===== config.mk =====
export PLATFORM = sky130hd
export DESIGN_NAME = bopit_round_controller
export DESIGN_NICKNAME = d
export VERILOG_FILES = /design/src/rtl/bopit_round_controller.sv
export SDC_FILE = /design/constraint.sdc
export NUM_CORES = 1
export LEC_CHECK = 0
export BUFFER_PORTS_ARGS = -buffer_cell sky130_fd_sc_hd__buf_2
export CAP_MARGIN = 40
export CORE_AREA = 5 5 107 134
export DETAILED_ROUTE_END_ITERATION = 10
export DIE_AREA = 0 0 112 139
export GPL_TIMING_DRIVEN = 1
export SKIP_LAST_GASP = 1
export SYNTH_ARGS = -nofsm -noshare
export SYNTH_HDL_FRONTEND = slang
export SYNTH_SLANG_ARGS = --single-unit

===== constraint.sdc =====
create_clock -name clk -period 5.6 [get_ports clk]
set_input_delay 0.28 -clock clk [delete_from_list [all_inputs] [get_ports clk]]
set_output_delay 0.28 -clock clk [all_outputs]
set_load 0.01 [all_outputs]

===== src/rtl/bopit_round_controller.sv =====
// Bop-It round controller: prompts one of 15 actions from an LFSR, times the
// player's response per tick, and tracks current, last and high scores.
module bopit_round_controller #(
  parameter int TIMEOUT_INIT = 12,
  parameter int TIMEOUT_MIN  = 4,
  parameter int SCORE_MAX    = 99
) (
  input  logic        clk,
  input  logic        rst_n,
  input  logic        tick,
  input  logic        start,
  input  logic [10:0] sw,
  input  logic [3:0]  btn,
  input  logic        hard,
  output logic [3:0]  action,
  output logic [15:0] led,
  output logic [2:0]  letter,
  output logic        busy,
  output logic        game_over,
  output logic [6:0]  score,
  output logic [6:0]  last_score,
  output logic [6:0]  high_score
);

  localparam int CW = $clog2(TIMEOUT_INIT + 1);

  typedef enum logic [1:0] {IDLE, ARM, WAIT, OVER} state_t;

  state_t        state, state_next;
  logic [3:0]    lfsr, prev_action, pick;
  logic [CW-1:0] cnt, window, window_next;
  logic [14:0]   resp;
  logic          correct, load, score_inc, end_game, clear_score;
  int            w;

  // Expected {btn,sw} one-hot for an action code; btnL sits at bit 14.
  function automatic logic [14:0] code_bits(input logic [3:0] c);
    code_bits = '0;
    case (c)
      4'd1, 4'd2, 4'd3, 4'd4, 4'd5,
      4'd6, 4'd7, 4'd8, 4'd9: code_bits[c - 4'd1] = 1'b1;
      4'd10: code_bits[14] = 1'b1;
      4'd11: code_bits[13] = 1'b1;
      4'd12: code_bits[12] = 1'b1;
      4'd13: code_bits[11] = 1'b1;
      4'd14: code_bits[9]  = 1'b1;
      4'd15: code_bits[10] = 1'b1;
      default: code_bits = '0;
    endcase
  endfunction

  function automatic logic [15:0] led_of(input logic [3:0] c);
    led_of = '0;
    case (c)
      4'd1, 4'd2, 4'd3, 4'd4, 4'd5,
      4'd6, 4'd7, 4'd8, 4'd9: led_of[c - 4'd1] = 1'b1;
      4'd14: led_of[9]  = 1'b1;
      4'd15: led_of[10] = 1'b1;
      default: led_of = '0;
    endcase
  endfunction

  function automatic logic [2:0] letter_of(input logic [3:0] c);
    if (c >= 4'd10 && c <= 4'd13) letter_of = 3'(c - 4'd9);
    else                          letter_of = '0;
  endfunction

  assign resp      = {btn, sw};
  assign correct   = (resp == code_bits(action));
  assign busy      = (state == WAIT);
  assign game_over = (state == OVER);

  always_comb begin
    pick = lfsr;
    if (lfsr == prev_action) pick = (prev_action == 4'd15) ? 4'd1 : prev_action + 4'd1;
    w = TIMEOUT_INIT;
    if (hard) begin
      w = TIMEOUT_INIT - int'(score[6:3]);
      if (w < TIMEOUT_MIN) w = TIMEOUT_MIN;
    end
    window_next = CW'(w);
  end

  always_comb begin
    state_next  = state;
    load        = 1'b0;
    score_inc   = 1'b0;
    end_game    = 1'b0;
    clear_score = 1'b0;
    case (state)
      IDLE: if (start) state_next = ARM;
      ARM: begin
        if (tick && resp == '0) begin
          state_next = WAIT;
          load       = 1'b1;
        end
      end
      WAIT: begin
        // A correct answer beats a timeout landing on the same tick.
        if (tick) begin
          if (correct) begin
            state_next = ARM;
            score_inc  = 1'b1;
          end else if ((resp != '0 && cnt != '0) || cnt == window - CW'(1)) begin
            state_next = OVER;
            end_game   = 1'b1;
          end
        end
      end
      OVER: begin
        if (start) begin
          state_next  = ARM;
          clear_score = 1'b1;
        end
      end
      default: state_next = IDLE;
    endcase
  end

  always_ff @(posedge clk or negedge rst_n) begin
    if (!rst_n) state <= IDLE;
    else        state <= state_next;
  end

  always_ff @(posedge clk or negedge rst_n) begin
    if (!rst_n) begin
      lfsr        <= 4'b0001;
      prev_action <= '0;
      action      <= '0;
      led         <= '0;
      letter      <= '0;
      cnt         <= '0;
      window      <= '0;
      score       <= '0;
      last_score  <= '0;
      high_score  <= '0;
    end else begin
      lfsr <= {lfsr[2:0], lfsr[3] ^ lfsr[2]};
      if (load) begin
        action      <= pick;
        prev_action <= pick;
        led         <= led_of(pick);
        letter      <= letter_of(pick);
        window      <= window_next;
        cnt         <= '0;
      end else if (state == WAIT && tick) begin
        if (state_next == WAIT) begin
          cnt <= cnt + CW'(1);
        end else begin
          action <= '0;
          led    <= '0;
          letter <= '0;
        end
      end
      if (score_inc && score != 7'(SCORE_MAX)) score <= score + 7'd1;
      if (end_game) begin
        last_score <= score;
        if (score > high_score) high_score <= score;
      end
      if (clear_score) score <= '0;
    end
  end

endmodule


### Word level (Yosys, flattened, before mapping)

Cells that the tools add are included.

| word-level totals | value |
|---|---|
| word-level logic and storage cells | 136 |
| bits of input ports | 20 |
| output and inout bits | 46 |
| memories kept | 0 |
| latch bits | 0 |
| bits in writable memories | 0 |
| flip-flop bits (word level) | 62 |
| ROM bits | 0 |

| cells by class | value |
|---|---|
| magnitude comparators | 8 |
| add/sub/neg operators | 8 |
| shifts and indexed selects | 0 |
| eq/ne operators | 36 |
| reductions and logical operators | 21 |
| mux-type cells | 51 |
| $mul | 0 |
| divide/modulo/power cells | 0 |
| bitwise gates (word level) | 1 |

Operators with widths:

| cell | number |
|---|---|
| $eq 4x4->1 const B | 13 |
| $mux 16 | 3 |
| $mux 4 | 10 |
| $eq 4x3->1 const B | 8 |
| $mux 9 | 2 |
| $reduce_or 9->1 | 2 |
| $eq 4x2->1 const B | 4 |
| $pmux 1 s2 | 8 |
| $eq 15x15->1 | 1 |
| $logic_not 15->1 | 1 |
| $reduce_bool 15->1 | 1 |
| $mux 7 | 2 |
| $mux 1 | 13 |
| $mux 3 | 4 |
| $sub 4x1->4 const B | 3 |
| $lt 4x5->1 const B | 2 |
| $mux 2 | 5 |
| $add 4x1->4 const B | 2 |
| $demux 1 s4 | 2 |
| $eq 4x1->1 const B | 2 |
| $eq 4x4->1 | 2 |
| $ge 4x1->1 const B | 2 |
| $add 7x1->7 const B | 1 |
| $gt 7x7->1 | 1 |
| other kinds (19) | 31 |

### Logic depth before layout (Yosys ltp)

Gate-level depths: netlist (run 1).

| logic depth | value |
|---|---|
| depth after elaboration | 14 |
| mapped depth | 11 |
| mapped depth without buffers | 11 |

### Worst setup path before layout (run 1)

No wires, ideal clock.

| timing | value |
|---|---|
| kind | register to register |
| start point | register lfsr[0] |
| end point | register led[10] |
| buffers on the path | 0 |
| arrival time | 2.939 ns |
| path slack | 2.535 ns |
| required time | 5.474 ns |
| setup time | 0.126 ns |
| clock period less this slack | 3.065 ns |
| stages on the path, launching flop included | 11 |
| path through | dfstp_2 > xor2_1 > nor4_4 > mux2i_1 > inv_1 > ha_1 > nor2_1 > nor2_1 > o311a_1 > and2_1 > a221o_1 |

| on the way | value |
|---|---|
| longest elaborated chain between the ends | 9 |
| elaborated cells between the ends (all ways) | 21 |
| classes of those cells | add/sub (1); order compare (2); eq/ne (11); mux (5); reduce/logical (2) |

RTL lines:

| what | RTL line | text |
|---|---|---|
| start, declared | 30 | `logic [3:0] lfsr, prev_action, pick;` |
| start signal, assigned | 138 | `lfsr <= {lfsr[2:0], lfsr[3] ^ lfsr[2]};` |
| $eq 4x4->1 | 75 | `if (lfsr == prev_action) pick = (prev_action == 4'd15) ? 4'd1 : prev_action + 4'd1;` |
| $mux 4 (*) | 75 |  |
| via pick[0] | 30 |  |
| $sub 4x1->4 | 56 | `4'd6, 4'd7, 4'd8, 4'd9: led_of[c - 4'd1] = 1'b1;` |
| $lt 4x5->1 (not written as such) / $ge 4x1->1 (equally long branches) | 56 |  |
| $logic_and 1x1->1 (not written as such) | 56 |  |
| $mux 1 (not written as such) | 56 |  |
| $demux 1 s4 | 56 |  |
| $pmux 1 s2 (*) | 54 | `case (c)` |
| $mux 16 (*) | 139 | `if (load) begin` |
| end signal, assigned | 142 | `led <= led_of(pick);` |
| end, declared | 16 | `output logic [15:0] led,` |

Mark *: on every way through the listed nets, which the timed path passes. The rest lies on a longest branch.
A chain may end at the register's enable or synchronous reset.

### Worst setup path after layout (run 1)

| timing | value |
|---|---|
| start point | register prev_action[1] |
| end point | register led[9] |

| on the way | value |
|---|---|
| longest elaborated chain between the ends | 10 |
| elaborated cells between the ends (all ways) | 24 |
| classes of those cells | add/sub (2); order compare (2); eq/ne (12); mux (6); reduce/logical (2) |

RTL lines:

| what | RTL line | text |
|---|---|---|
| start, declared | 30 |  |
| start signal, assigned | 141 | `prev_action <= pick;` |
| $add 4x1->4 / $eq 4x4->1 (equally long branches) | 75 |  |
| $mux 4 | 75 |  |
| $mux 4 (*) | 75 |  |
| via pick[1] | 30 |  |
| $sub 4x1->4 | 56 |  |
| $lt 4x5->1 (not written as such) / $ge 4x1->1 (equally long branches) | 56 |  |
| $logic_and 1x1->1 (not written as such) | 56 |  |
| $mux 1 (not written as such) | 56 |  |
| $demux 1 s4 | 56 |  |
| $pmux 1 s2 (*) | 54 |  |
| $mux 16 (*) | 139 |  |

Marked as above.

==> impl_metrics.tcl, run 1 <==
set metrics [dict create \
    grt_antenna_before_repair 0 \
    cts_buffers 9 \
    ios 66 \
    fp.dieH_um 139 \
    synth-seq-cells 62 \
    synth_edf_count 0 \
    detail_route.drc_violations 0 \
    worstMarginPinSlew_ns 0.802 \
    vias 3152 \
    critPathKind "flop to flop" \
    clockBufferDepth 2 \
    clk_latency_ns 0.32 \
    p_per_area_nw_per_um2 255 \
    timing.final.crit_share 0.616 \
    drt_iter0_markers 224 \
    crit_fanout 7 \
    postCtsHoldBufs 0 \
    ant_nets 0 \
    dp_hpwl_um 7030 \
    slew_headroom 0.465 \
    cts_resized 0 \
    synth-async-reset-ratio 1.00 \
    num_antenna_cells 0 \
    max_freq_mhz 290 \
    dr.pass1.iters 4 \
    required_ns 5.80 \
    overflow 0 \
    clkSinkCount 62 \
    setup_tns_ns 0 \
    final_util 0.352 \
    grt_start_max_net_pins 63 \
    post_cts_buffers 0 \
    grt_setup_unrepaired "no" \
    routedWlPerCell_um 15.1 \
    hold_viol 0 \
    start_util 0.292 \
    critPathArrivalTime_ns 3.65 \
    clkTransAtPathRegs_ns 0.05 \
    final_common_cell "buf_2" \
    multi_input_area_um2 2070 \
    skew_ns 0.00509 \
    syn_inst 386 \
    cap_violations 0 \
    cts_tree "built" \
    die_area_um2 15600 \
    ys.flop_type "dfrtp_1" \
    root_buffer "clkbuf_16" \
    ys_warn_count 0 \
    grt_util_all_layers 0.125 \
    fin_crit_ns 3.45 \
    seq_area_um2 1550 \
    die_w_um 112 \
    setup_violations 0 \
    yosysUniqueCellTypes 62 \
    row_count 47 \
    end_kind "flop" \
    ys_seq_area_frac 0.409 \
    grt_pass1_vias 3284 \
    routed_wl_um 9490 \
    grt_pass1_wl_um 16100 \
    fin_nets 496 \
    core_region_area_um2 13000 \
    viasPerCell 5.03 \
    io_buffers 65 \
    synth_area_um2 3800 \
    hp-class "input pin to async pin" \
    layout_common_cells "buf_2, dfrtp_1, nand2_1" \
    final_layout_size_suffix_gt1_frac 0.217 \
    drv_slew 0 \
    synth_area_leader_cell "dfrtp_1" \
    fill_cells 1324 \
    syn_to_final_growth_pct 20.5 \
    status "complete, no violations" \
    final_cells 627 \
    syn_nets 431 \
    htree_levels 3 \
    dp.cells 611 \
    synth.top_cell.area_share 0.402 \
    place_congestion 0.789 \
    avgSynthCellArea_um2 9.83 \
    irDropWorstVdd_mv 0.136 \
    leakage_nw 2.27 \
    netlist_top_cells_area "dfrtp_1, ha_1, o2bb2ai_1, nand2_1, nor2_1" \
    worst_setup_path_start_kind "flop" \
]
## cell families after synthesis
logic type / Yosys count / synth area share
xor+xnor: 20 / 0.0501
mux: 15 / 0.0422
fa+ha+maj: 25 / 0.0824
compound gates: 88 / 0.173
buf+inv: 43 / 0.0458
simple gates: 133 / 0.197
flops: 62 / 0.409
## final cells by class
type | count | share of cell area
sequential | 62 | 0.339
clock buffer | 16 | 0.0615
inverter | 29 | 0.0238
timing repair buffer | 68 | 0.0760
tap | 171 | 0.0468
multi-input combinational | 281 | 0.452
## worst max-delay path, stage by stage (launching register included)
cell	delay (ns)
dfrtp_1	0.44
xor2_1	0.21
nor4_4	0.53
mux2i_1	0.60
inv_1	0.23
ha_1	0.27
nor2_1	0.11
nor2_1	0.05
o311a_1	0.42
and2_1	0.18
a221o_1	0.29
## layer usage
layer / GRT usage / share of wire / vias to the layer above
li1: - / - / 1537
met1: 0.162 / 0.45 / 1526
met2: 0.196 / 0.47 / 72
met3: 0.0314 / 0.058 / 17
met4: 0.0563 / 0.023 / 0
met5: 0 / 0 / -
## power by group
part	internal (mW)	switching, mW	leakage [nW]
sequential	0.465	0.0250	0.828
combinational	0.0627	0.0972	1.30
clock	0.336	0.181	0.137
## flip-flops by register name, indices dropped and copies added, names as in the netlist
name	cells
lfsr	4
window	4
last_score	7
led	16
prev_action	4
action	4
high_score	7
state	2
letter	3
cnt	4
score	7
## path summary, 6_finish.rpt
path                           startpoint  slack, ns  depth (start not counted)         to
setup / recovery           prev_action[1]       2.15                         10     led[9]
hold / removal                      rst_n       0.12                          2  window[1]
setup reg to reg           prev_action[1]       2.15                         10     led[9]
hold reg to reg                   lfsr[0]       0.42                          0    lfsr[1]
max in group asynchronous           rst_n       4.94                          2  action[2]
min in group clk                     hard       0.28                          4  window[3]
## Yosys cell counts, drive strengths merged, types with 7 or more instances
master and n:
dfrtp 61, nor3 9, mux2 8, o2bb2ai 14, a21oi 7, ha 25, xnor2 10, nand4 7
nand2 30, o21ai 19, a22o 8, clkbuf 8, mux2i 7, nand3 8, inv 29, nor2 29
nor2b 11, xor2 9
## per-stage QoR
stage / power [mW] / worst slack (ns) / cell area [µm²] / hold WS [ns]
2_1_floorplan: 0.596 / 2.53 / 3800 / -0.0156
5_1_grt: 1.23 / 1.92 / 4570 / 0.206
3_5_place_dp: 0.655 / 2.11 / 4290 / 0.414
3_3_place_gp: 0.647 / 2.29 / 4290 / 0.409
6_report: 1.17 / 2.15 / 4570 / 0.118
4_1_cts: 1.18 / 2.12 / 4570 / 0.165
(Power assumes the default switching activity.)
==> inputs of run 2 (changes only) <==
ABC_AREA = 1   (was unset)
CORE_AREA = 5 5 108 135   (was 5 5 107 134)
DIE_AREA = 0 0 113 140   (was 0 0 112 139)
clock period = 3.2 ns   (was 5.6 ns; I/O delays follow)
==> run 2 against run 1 <==
Effect of this change:
- utilization up 0.51 points
- synthesized cell count up 39%
- clock power up 78%
- first-iteration DRC count down 22%
- worst setup slack worse by 1.6 ns
- sequential power up 64%
- routed wire length down 0.62%
- global-route usage down 0.084 points
- cell count up 26%
- critical path depth up 4
- highest routed layer unchanged
==> impl_metrics.tcl, run 2 <==
set metrics [dict create \
    drv_slew 0 \
    synth-async-reset-ratio 1.00 \
    fp.dieH_um 140 \
    routedWlPerCell_um 12.0 \
    core_region_area_um2 13100 \
    synth_area_leader_cell "dfrtp_1" \
    status "complete, no violations" \
    max_freq_mhz 371 \
    vias 3529 \
    detail_route.drc_violations 0 \
    fin_nets 660 \
    critPathKind "flop to flop" \
    irDropWorstVdd_mv 0.253 \
    setup_tns_ns 0 \
    final_layout_size_suffix_gt1_frac 0.159 \
    cts_tree "built" \
    final_common_cell "nand2_1" \
    ant_nets 0 \
    setup_violations 0 \
    synth_commonest_cells "nand2_1, inv_1, dfrtp_1" \
    top_register "led" \
    worstMarginPinSlew_ns 0.476 \
    hold_viol 0 \
    skew_ns 0.00330 \
    layout_common_cells "nand2_1, buf_2, inv_1" \
    grt_pass1_wl_um 16200 \
    rr_worst_depth 14 \
    clockBufferDepth 2 \
    post_cts_buffers 0 \
    syn_nets 582 \
    critPathArrivalTime_ns 2.91 \
    slew_headroom 0.680 \
    rr_endpoint "led[10]" \
    io_buffers 65 \
    grt_setup_unrepaired "no" \
    end_kind "flop" \
    largest_reg_flops 16 \
    required_ns 3.41 \
    synth_edf_count 0 \
    final_area_um2 4680 \
    dr.pass1.iters 4 \
    ys_seq_area_frac 0.405 \
    root_buffer "clkbuf_16" \
    fin_ws_ns 0.502 \
    timing.final.crit_share 0.843 \
    ios 66 \
    start_util 0.292 \
    netlist_top_cells_area "dfrtp_1, nand2_1, ha_1, inv_1, nor2_1" \
    holdCritStartpoint "hard" \
    grt_pass1_vias 3395 \
    die_area_um2 15800 \
    avgSynthCellArea_um2 7.13 \
    cts_buffers 9 \
    syn_inst 537 \
    place_congestion 0.824 \
    grt_util_all_layers 0.124 \
    syn_to_final_growth_pct 22.2 \
    grt_start_max_net_pins 25 \
    overflow 0 \
    crit_fanout 7 \
    hp-class "input pin to flop" \
    dp_hpwl_um 7300 \
    row_count 47 \
    viasPerCell 4.48 \
    hold_depth 4 \
    drt_iter0_markers 175 \
    num_antenna_cells 0 \
    leakage_nw 2.57 \
    ys_warn_count 0 \
    placed_area_um2 4400 \
    yosysUniqueCellTypes 31 \
    htree_levels 3 \
    worst_setup_path_start_kind "flop" \
    grt_antenna_before_repair 0 \
    cap_violations 0 \
    synth-seq-cells 62 \
    synth.top_cell.area_share 0.398 \
    p_per_area_nw_per_um2 391 \
    hold_path_end "window[3]" \
    clkSinkCount 62 \
    yosysMostFrequentCell "nand2_1" \
    synth_area_um2 3830 \
    fin_crit_ns 2.70 \
    clkTransAtPathRegs_ns 0.05 \
    reg2reg_from "lfsr[0]" \
    dp_slack_ns 0.490 \
    die_w_um 113 \
    ys.flop_type "dfrtp_1" \
    clk_latency_ns 0.33 \
    rrSetupSlack_ns 0.50 \
    routed_wl_um 9430 \
]
-- run 2: changes by cell type after synthesis, moves of 8 or more --
| cell | previous run | this run |
|---|---|---|
| nand2_1 | 30 | 196 |
| o2bb2ai_1 | 14 | 0 |
| mux2_2 | 8 | 0 |
| o21ai_0 | 19 | 37 |
| nor2_1 | 29 | 52 |
| inv_1 | 28 | 63 |
| nand3_1 | 8 | 34 |
| xnor2_1 | 10 | 1 |
| nor2b_1 | 11 | 0 |
-- run 2: cell families (layout without fill, tap and decap cells) --
family | count (synthesis) | count (layout) | synth area share
AND/OR/NAND/NOR | 304 | 304 | 0.326
XOR/XNOR | 10 | 10 | 0.0229
buffers and inverters | 74 | 154 | 0.0771
flip-flops | 62 | 62 | 0.405
adder cells (fa/ha/maj) | 25 | 25 | 0.0816
AO/OA/AOI/OAI | 62 | 62 | 0.0875
-- run 2: worst max path at each step --
stage	endpoint	start	cells after the start	slack, ns
after floorplan	led[10]	lfsr[0]	14	0.64
after global placement	led[10]	lfsr[0]	14	0.55
after detailed placement	led[10]	lfsr[0]	14	0.49
after CTS	led[10]	lfsr[0]	14	0.49
after global routing	led[10]	prev_action[0]	14	0.04
final	led[10]	lfsr[0]	14	0.50
-- run 2: through the flow --
step           hold WS, ns   util  std cells  power [mW]
2_1_floorplan       -0.136      -        537       0.875
3_3_place_gp         0.306  0.334        773       0.923
3_5_place_dp        0.0687  0.335        774       0.927
4_1_cts              0.150  0.357        788        1.87
5_1_grt              0.169  0.357        788        1.92
6_report             0.163  0.357        788        1.83
-- run 2: cell type report --
type                       count  area, µm²
timing repair buffer          73        400
fill                        1403       8430
multi-input combinational    401       1980
tap                          171        214
inverter                      68        255
sequential                    62       1550
clock buffer                  11        243
clock inverter                 2       35.0
-- run 2: critical path: stages (launching register included) --
cell and delay (ns):
dfstp_2 0.55, xor2_1 0.06, nor2_1 0.12, nand2_1 0.15, o21ai_1 0.43, inv_1 0.22
ha_1 0.26, nor3_1 0.19, nand3_1 0.09, nand2_1 0.06, inv_1 0.07, nand3_1 0.07
inv_1 0.07, a22oi_1 0.16, nand2_1 0.07
-- run 2: routing by layer --
layer	track usage	routed length, µm	vias to the layer above
li1	-	-	1858
met4	0.0380	138	0
met3	0.0276	383	11
met2	0.214	4630	63
met5	0	0	-
met1	0.153	4280	1597
-- run 2: report_power, final --
group          internal [mW]  switching (mW)
clock network          0.608           0.311
registers              0.792         0.00956
logic                 0.0406          0.0716
-- run 2: repair_timing --
item	in CTS	in global routing
resized for setup	0	0
hold buffers	1	0
endpoints found under the hold margin	10	0
